File: config.mk
export PLATFORM = sky130hd
export DESIGN_NAME = fetch_stage
export DESIGN_NICKNAME = d
export VERILOG_FILES = /design/src/rtl/mips_pkg.sv /design/src/rtl/fetch_stage_npc_mux.sv /design/src/rtl/fetch_stage.sv
export SDC_FILE = /design/constraint.sdc
export NUM_CORES = 1
export LEC_CHECK = 0
export ABC_AREA = 0
export CAP_MARGIN = 20
export CELL_PAD_IN_SITES_DETAIL_PLACEMENT = 1
export CELL_PAD_IN_SITES_GLOBAL_PLACEMENT = 2
export CORE_MARGIN = 3
export CORE_UTILIZATION = 29
export CTS_BUF_LIST = sky130_fd_sc_hd__clkbuf_2
export DETAILED_ROUTE_END_ITERATION = 10
export PLACE_DENSITY = 0.83
export SYNTH_ARGS = -nofsm -noshare
export SYNTH_HDL_FRONTEND = slang
export SYNTH_SLANG_ARGS = --single-unit
File: constraint.sdc
create_clock -name clk -period 4.1 [get_ports clk]
set_input_delay 1.025 -clock clk [delete_from_list [all_inputs] [get_ports clk]]
set_output_delay 1.025 -clock clk [all_outputs]
set_load 0.02 [all_outputs]
File: src/rtl/mips_pkg.sv
// Shared MIPS pipeline definitions: next-PC select encodings, reset PC,
// instruction-memory bounds and the fetch FSM state type.
package mips_pkg;

  localparam logic [1:0] NPC_NONE = 2'd0;
  localparam logic [1:0] NPC_BR   = 2'd1;
  localparam logic [1:0] NPC_J    = 2'd2;
  localparam logic [1:0] NPC_JR   = 2'd3;

  localparam logic [31:0] RESET_PC = 32'h0000_3000;
  localparam logic [31:0] NOP_WORD = 32'h0000_0000;
  localparam logic [31:0] IMEM_LO  = 32'h0000_3000;
  localparam logic [31:0] IMEM_HI  = 32'h0000_6FFC;

  typedef enum logic [1:0] {
    ST_START,
    ST_WAIT,
    ST_HOLD
  } fetch_state_t;

  function automatic logic fetch_addr_bad(input logic [31:0] addr);
    return (addr[1:0] != 2'b00) || (addr < IMEM_LO) || (addr > IMEM_HI);
  endfunction

endpackage

File: src/rtl/fetch_stage_npc_mux.sv
// Redirect target select for the D-stage control-transfer instruction.
module npc_mux
  import mips_pkg::*;
(
  input  logic [1:0]  npc_sel_D,
  input  logic [31:0] pc_b_D,
  input  logic [25:0] instr_index,
  input  logic [3:0]  pc4_hi,
  input  logic [31:0] jr_addr_D,
  output logic [31:0] target
);

  always_comb begin
    target = pc_b_D;
    case (npc_sel_D)
      NPC_J:   target = {pc4_hi, instr_index, 2'b00};
      NPC_JR:  target = jr_addr_D;
      default: target = pc_b_D;
    endcase
  end

endmodule

File: src/rtl/fetch_stage.sv
// Instruction-fetch stage: fetch PC, variable-latency imem handshake, F/D register.
// Optional fetch address-error check enabled by defining FETCH_ADEL_EN.
module fetch_stage
  import mips_pkg::*;
(
  input  logic        clk,
  input  logic        reset,
  input  logic        stall_D,
  input  logic [1:0]  npc_sel_D,
  input  logic [31:0] pc_b_D,
  input  logic [31:0] jr_addr_D,
  output logic        imem_req,
  output logic [31:0] imem_addr,
  input  logic        imem_valid,
  input  logic [31:0] imem_rdata,
  output logic [31:0] Instr_D,
  output logic [31:0] PC_D,
  output logic [31:0] PC4_D,
  output logic        valid_D,
  output logic        exc_adel_D
);

  fetch_state_t state, state_next;
  logic [31:0]  pc_f, npc, redirect_target, pend_target, hold_instr;
  logic         pend_valid, hold_exc, fault_f, stale;
  logic         capture, word_rdy, retire, start_bad, npc_bad;
  logic [31:0]  retire_instr;
  logic         retire_exc;

  npc_mux u_npc_mux (
    .npc_sel_D  (npc_sel_D),
    .pc_b_D     (pc_b_D),
    .instr_index(Instr_D[25:0]),
    .pc4_hi     (PC4_D[31:28]),
    .jr_addr_D  (jr_addr_D),
    .target     (redirect_target)
  );

  assign capture = valid_D && (npc_sel_D != NPC_NONE) && !stall_D;
  // A rejected address stands in for its own response so the fault retires in order.
  assign word_rdy = fault_f || (imem_valid && !stale);

  always_comb begin
    npc = pc_f + 32'd4;
    if (capture)         npc = redirect_target;
    else if (pend_valid) npc = pend_target;
  end

`ifdef FETCH_ADEL_EN
  assign start_bad = fetch_addr_bad(pc_f);
  assign npc_bad   = fetch_addr_bad(npc);
`else
  assign start_bad = 1'b0;
  assign npc_bad   = 1'b0;
`endif

  always_ff @(posedge clk) begin
    if (!reset) state <= ST_START;
    else        state <= state_next;
  end

  always_comb begin
    state_next = state;
    unique case (state)
      ST_START: state_next = ST_WAIT;
      ST_WAIT:  if (word_rdy && stall_D) state_next = ST_HOLD;
      ST_HOLD:  if (!stall_D) state_next = ST_WAIT;
      default:  state_next = ST_START;
    endcase
  end

  always_comb begin
    retire       = 1'b0;
    imem_addr    = npc;
    retire_instr = fault_f ? NOP_WORD : imem_rdata;
    retire_exc   = fault_f;
    unique case (state)
      ST_START: imem_addr = pc_f;
      ST_WAIT:  retire = word_rdy && !stall_D;
      ST_HOLD: begin
        retire       = !stall_D;
        retire_instr = hold_instr;
        retire_exc   = hold_exc;
      end
      default: retire = 1'b0;
    endcase
    imem_req = reset && (((state == ST_START) && !start_bad) || (retire && !npc_bad));
  end

  always_ff @(posedge clk) begin
    if (!reset) begin
      pc_f        <= RESET_PC;
      pend_valid  <= 1'b0;
      pend_target <= '0;
      hold_instr  <= '0;
      hold_exc    <= 1'b0;
      fault_f     <= 1'b0;
      Instr_D     <= NOP_WORD;
      PC_D        <= '0;
      PC4_D       <= 32'd4;
      valid_D     <= 1'b0;
      exc_adel_D  <= 1'b0;
      // A request still in flight at reset has its response dropped on arrival.
      stale       <= (stale || ((state == ST_WAIT) && !fault_f)) && !imem_valid;
    end else begin
      if (imem_valid) stale <= 1'b0;
      if (state == ST_START) fault_f <= start_bad;
      if ((state == ST_WAIT) && word_rdy && stall_D) begin
        hold_instr <= retire_instr;
        hold_exc   <= retire_exc;
      end
      if (retire) begin
        pc_f       <= npc;
        fault_f    <= npc_bad;
        pend_valid <= 1'b0;
        Instr_D    <= retire_instr;
        PC_D       <= pc_f;
        PC4_D      <= pc_f + 32'd4;
        valid_D    <= 1'b1;
        exc_adel_D <= retire_exc;
      end else begin
        if (capture) begin
          pend_valid  <= 1'b1;
          pend_target <= redirect_target;
        end
        if (!stall_D) begin
          Instr_D    <= NOP_WORD;
          valid_D    <= 1'b0;
          exc_adel_D <= 1'b0;
        end
      end
    end
  end

endmodule

==> flow_summary_export.csv <==
group,metric,value,unit
job,maxCapViolCount,0,
final_layout,drive_above_1_share,17.9,%
clocking,cts_tree,"yes",
logic_synthesis,yosysTopAreaCell,"dfxtp_1",
critical_path,reg2reg_depth,7,
die,dieHeight,188,um
hold_path,hold_end,"PC_D[19]",
critical_path,arrival,3.10,ns
critical_path,path_max_fanout,6,
logic_synthesis,synth_top_area_share,40.8,%
power_and_ir_drop,peakVddDrop,243,uV
final_layout,post-route-util,41.3,%
sta,slew_headroom,28.6,%
logic_synthesis,synthesis.area,9610,um2
logic_synthesis,synth_simple_gate_area_share,22.7,%
global_route,grt_start_max_net_pins,91,
place,post-place-ws,-0.276,ns
clocking,cts_made_buffers,17,
sta,period_share,101,%
global_route,grt_pass1_vias,9821,
critical_path,rrSetupSlack,1.46,ns
clocking,cts_hold_buf,0,
final_layout,area_delta_synth_final,40.1,%
final_layout,nets,1601,
sta,skew,0.0579,ns
hold_path,min_path_type,"reg2reg",
hold_path,hold_path.startpoint,"PC_D[19]",
die,initial_utilization,29.5,%
logic_synthesis,synthMuxAreaShare,8.40,%
sta,setup_violations,3,
global_route,antenna_found_initial,3,
critical_path,end_kind,"output pin",
die,num_rows,66,
critical_path,required,3.07,ns
clocking,clockRootBuffer,"clkbuf_2",
logic_synthesis,yosysWarnings,0,
critical_path,timing_worst_setup_path_type,"reg2out",
place,routabilityCongestion,0.868,
global_route,grt_pass1_wl,56600,um
logic_synthesis,synth_common_cells,"nand2_1 (252), dfxtp_1 (196), a21oi_1 (152), nor2_1 (117), clkbuf_1 (82)",
logic_synthesis,synth_seq_cells,197,
drt,drt-total-wl,37000,um
place,dpl.hpwl,26200,um
drt,drc,0,
critical_path,crit_path_start_kind,"flop",
critical_path,r2r_end,"PC4_D[23]",
logic_synthesis,yosysMostFrequentCell,"nand2_1",
die,boundaryPins,233,
final_layout,layout.cells.non_filler,1950,
logic_synthesis,synth_xor_area_share,1.00,%
logic_synthesis,synth-compound-area-share,20.8,%
place,port_buffers,232,
global_route,grt_usage,20.3,%
run_status,outcome,"finished with violations",
sta,finalWorstSetupSlack,-0.0247,ns
logic_synthesis,synth_top_family_by_area,"simple AND/OR/NAND/NOR gates",
logic_synthesis,synth_fa_ha_area_share,0.651,%
logic_synthesis,syn_nets,1342,
logic_synthesis,postSynthCellCount,1235,
final_layout,fin_area,13500,um2
drt,drtIter0Drc,582,
logic_synthesis,synth-edff-count,1,
sta,final.min_clock_period,4.12,ns
logic_synthesis,synthFlopType,"dfxtp_1",
clocking,clkLatencyLatePin,0.89,ns
sta,worst_pin_slew,1.07,ns
clocking,clkSlewWorstSetupHoldPaths,0.31,ns
global_route,overflow,0,
drt,drtPass1Iterations,5,
clocking,cts.sinks,197,
drt,vias_per_cell,5.01,
die,coreArea,32600,um2
logic_synthesis,synth_cell_types,69,
sta,fin_setup_tns,-0.0500,ns
logic_synthesis,ys_seq_area_share,41.1,%
place,place_area,12900,um2
sta,max_freq,0.242,GHz
die,die_area,35400,um2
drt,detail_route.wl_per_cell,19.0,um
logic_synthesis,syn_avg_cell_area,7.78,um2
place,dp_cells,1897,
drt,ant_nets,0,
die,die_w,188,um
logic_synthesis,ys_top_cells_by_area,"dfxtp_1 (41%), nand2_1 (9.8%), a21oi_1 (7.9%)",
run_status,failed_checks,"setup timing",
sta,grt_setup_unrepaired,"yes",
hold_path,min_delay_path_depth,2,
sta,timing.hold.ws,0.472,ns
power_and_ir_drop,p_total,5.36,mW
power_and_ir_drop,pwr_density_cell,398,nW/um2
critical_path,rr_startpoint,"state[0]",
clocking,htree_levels,4,
power_and_ir_drop,p_leak,4.87,nW
clocking,cts_buffer_depth,2,
logic_synthesis,synth-async-reset-ratio,0,%
sta,finalHoldViolCount,0,
drt,via_count,9775,
sta,finalMaxSlewViolations,0,
[power by group]
group | internal [mW] | switching, mW
clock | 0.231 | 0.743
combinational | 0.893 | 1.30
sequential | 2.07 | 0.124
total | 3.19 | 2.17
[flip-flops by register name (all words and copies together) (netlist names)]
register     count
pc_f            32
pend_target     32
Instr_D         32
PC4_D           30
stale            1
pend_valid       1
PC_D            32
valid_D          1
hold_exc         1
state            2
exc_adel_D       1
hold_instr      32
[cell families after synthesis]
group	after synthesis
AND/OR/NAND/NOR	487
AO/OA/AOI/OAI	329
flip-flops	197
buffers and inverters	127
multiplexers	79
XOR/XNOR	11
adder cells (fa/ha/maj)	5
[repair_timing]
item	4_1_cts	5_1_grt
gates cloned	1	0
endpoints found under the setup margin	33	31
pin swaps	31	16
buffers inserted	15	4
gates resized for setup	161	46
[area by class of cell]
cell class | count | area [um2]
Timing Repair Buffer | 350 | 3190
Clock inverter | 14 | 126
Sequential cell | 197 | 3990
Fill cell | 3897 | 19200
Antenna cell | 1 | 2.50
Tap cell | 442 | 553
Multi-Input combinational cell | 911 | 5440
Clock buffer | 18 | 90.1
Inverter | 17 | 68.8
[critical path, stage by stage, from the launching register on]
cell     delay (ns)
dfxtp_4        0.44
ha_4           0.12
nand4_1        0.19
or4_4          0.62
o31a_1         0.30
o31ai_2        0.23
a31oi_1        0.14
buf_2          0.19
[cells in the final DEF, fill, tap and decap left out, drive strengths merged, types with 10 or more instances in the layout]
cell           Yosys  final
nor3              37     37
mux2i             66     66
buf               28    140
nand3             10     10
o21a              12     12
a31oi             26     26
clkbuf            82     23
a22oi             10     10
nor2             117    117
clkdlybuf4s50      0    198
inv               17     22
nand2            252    252
o21ai             62     62
nand2b            13     13
a21oi            153    153
mux2              13     13
nor4              11     11
dfxtp            196    196
[layer usage]
layer	global-route usage (%)	share of wire (%)	vias up
met5	0	0.054	-
met4	3.49	0.86	2
met3	5.38	5.7	21
met2	33.1	46	219
met1	27.2	47	4724
li1	-	-	4809
[worst max-delay path by stage]
stage	from	endpoint	slack, ns	depth (start not counted)
CTS	pc_f[2]	imem_addr[16]	-0.24	7
floorplan	npc_sel_D[0]	imem_addr[29]	0.38	7
global route	pc_f[2]	imem_addr[22]	-0.19	7
detailed placement	stall_D	imem_addr[27]	-0.28	9
global placement	stall_D	imem_addr[27]	-0.27	9
finish	pc_f[2]	imem_addr[22]	-0.02	7
Note: power is estimated with default switching activity, not from simulation.
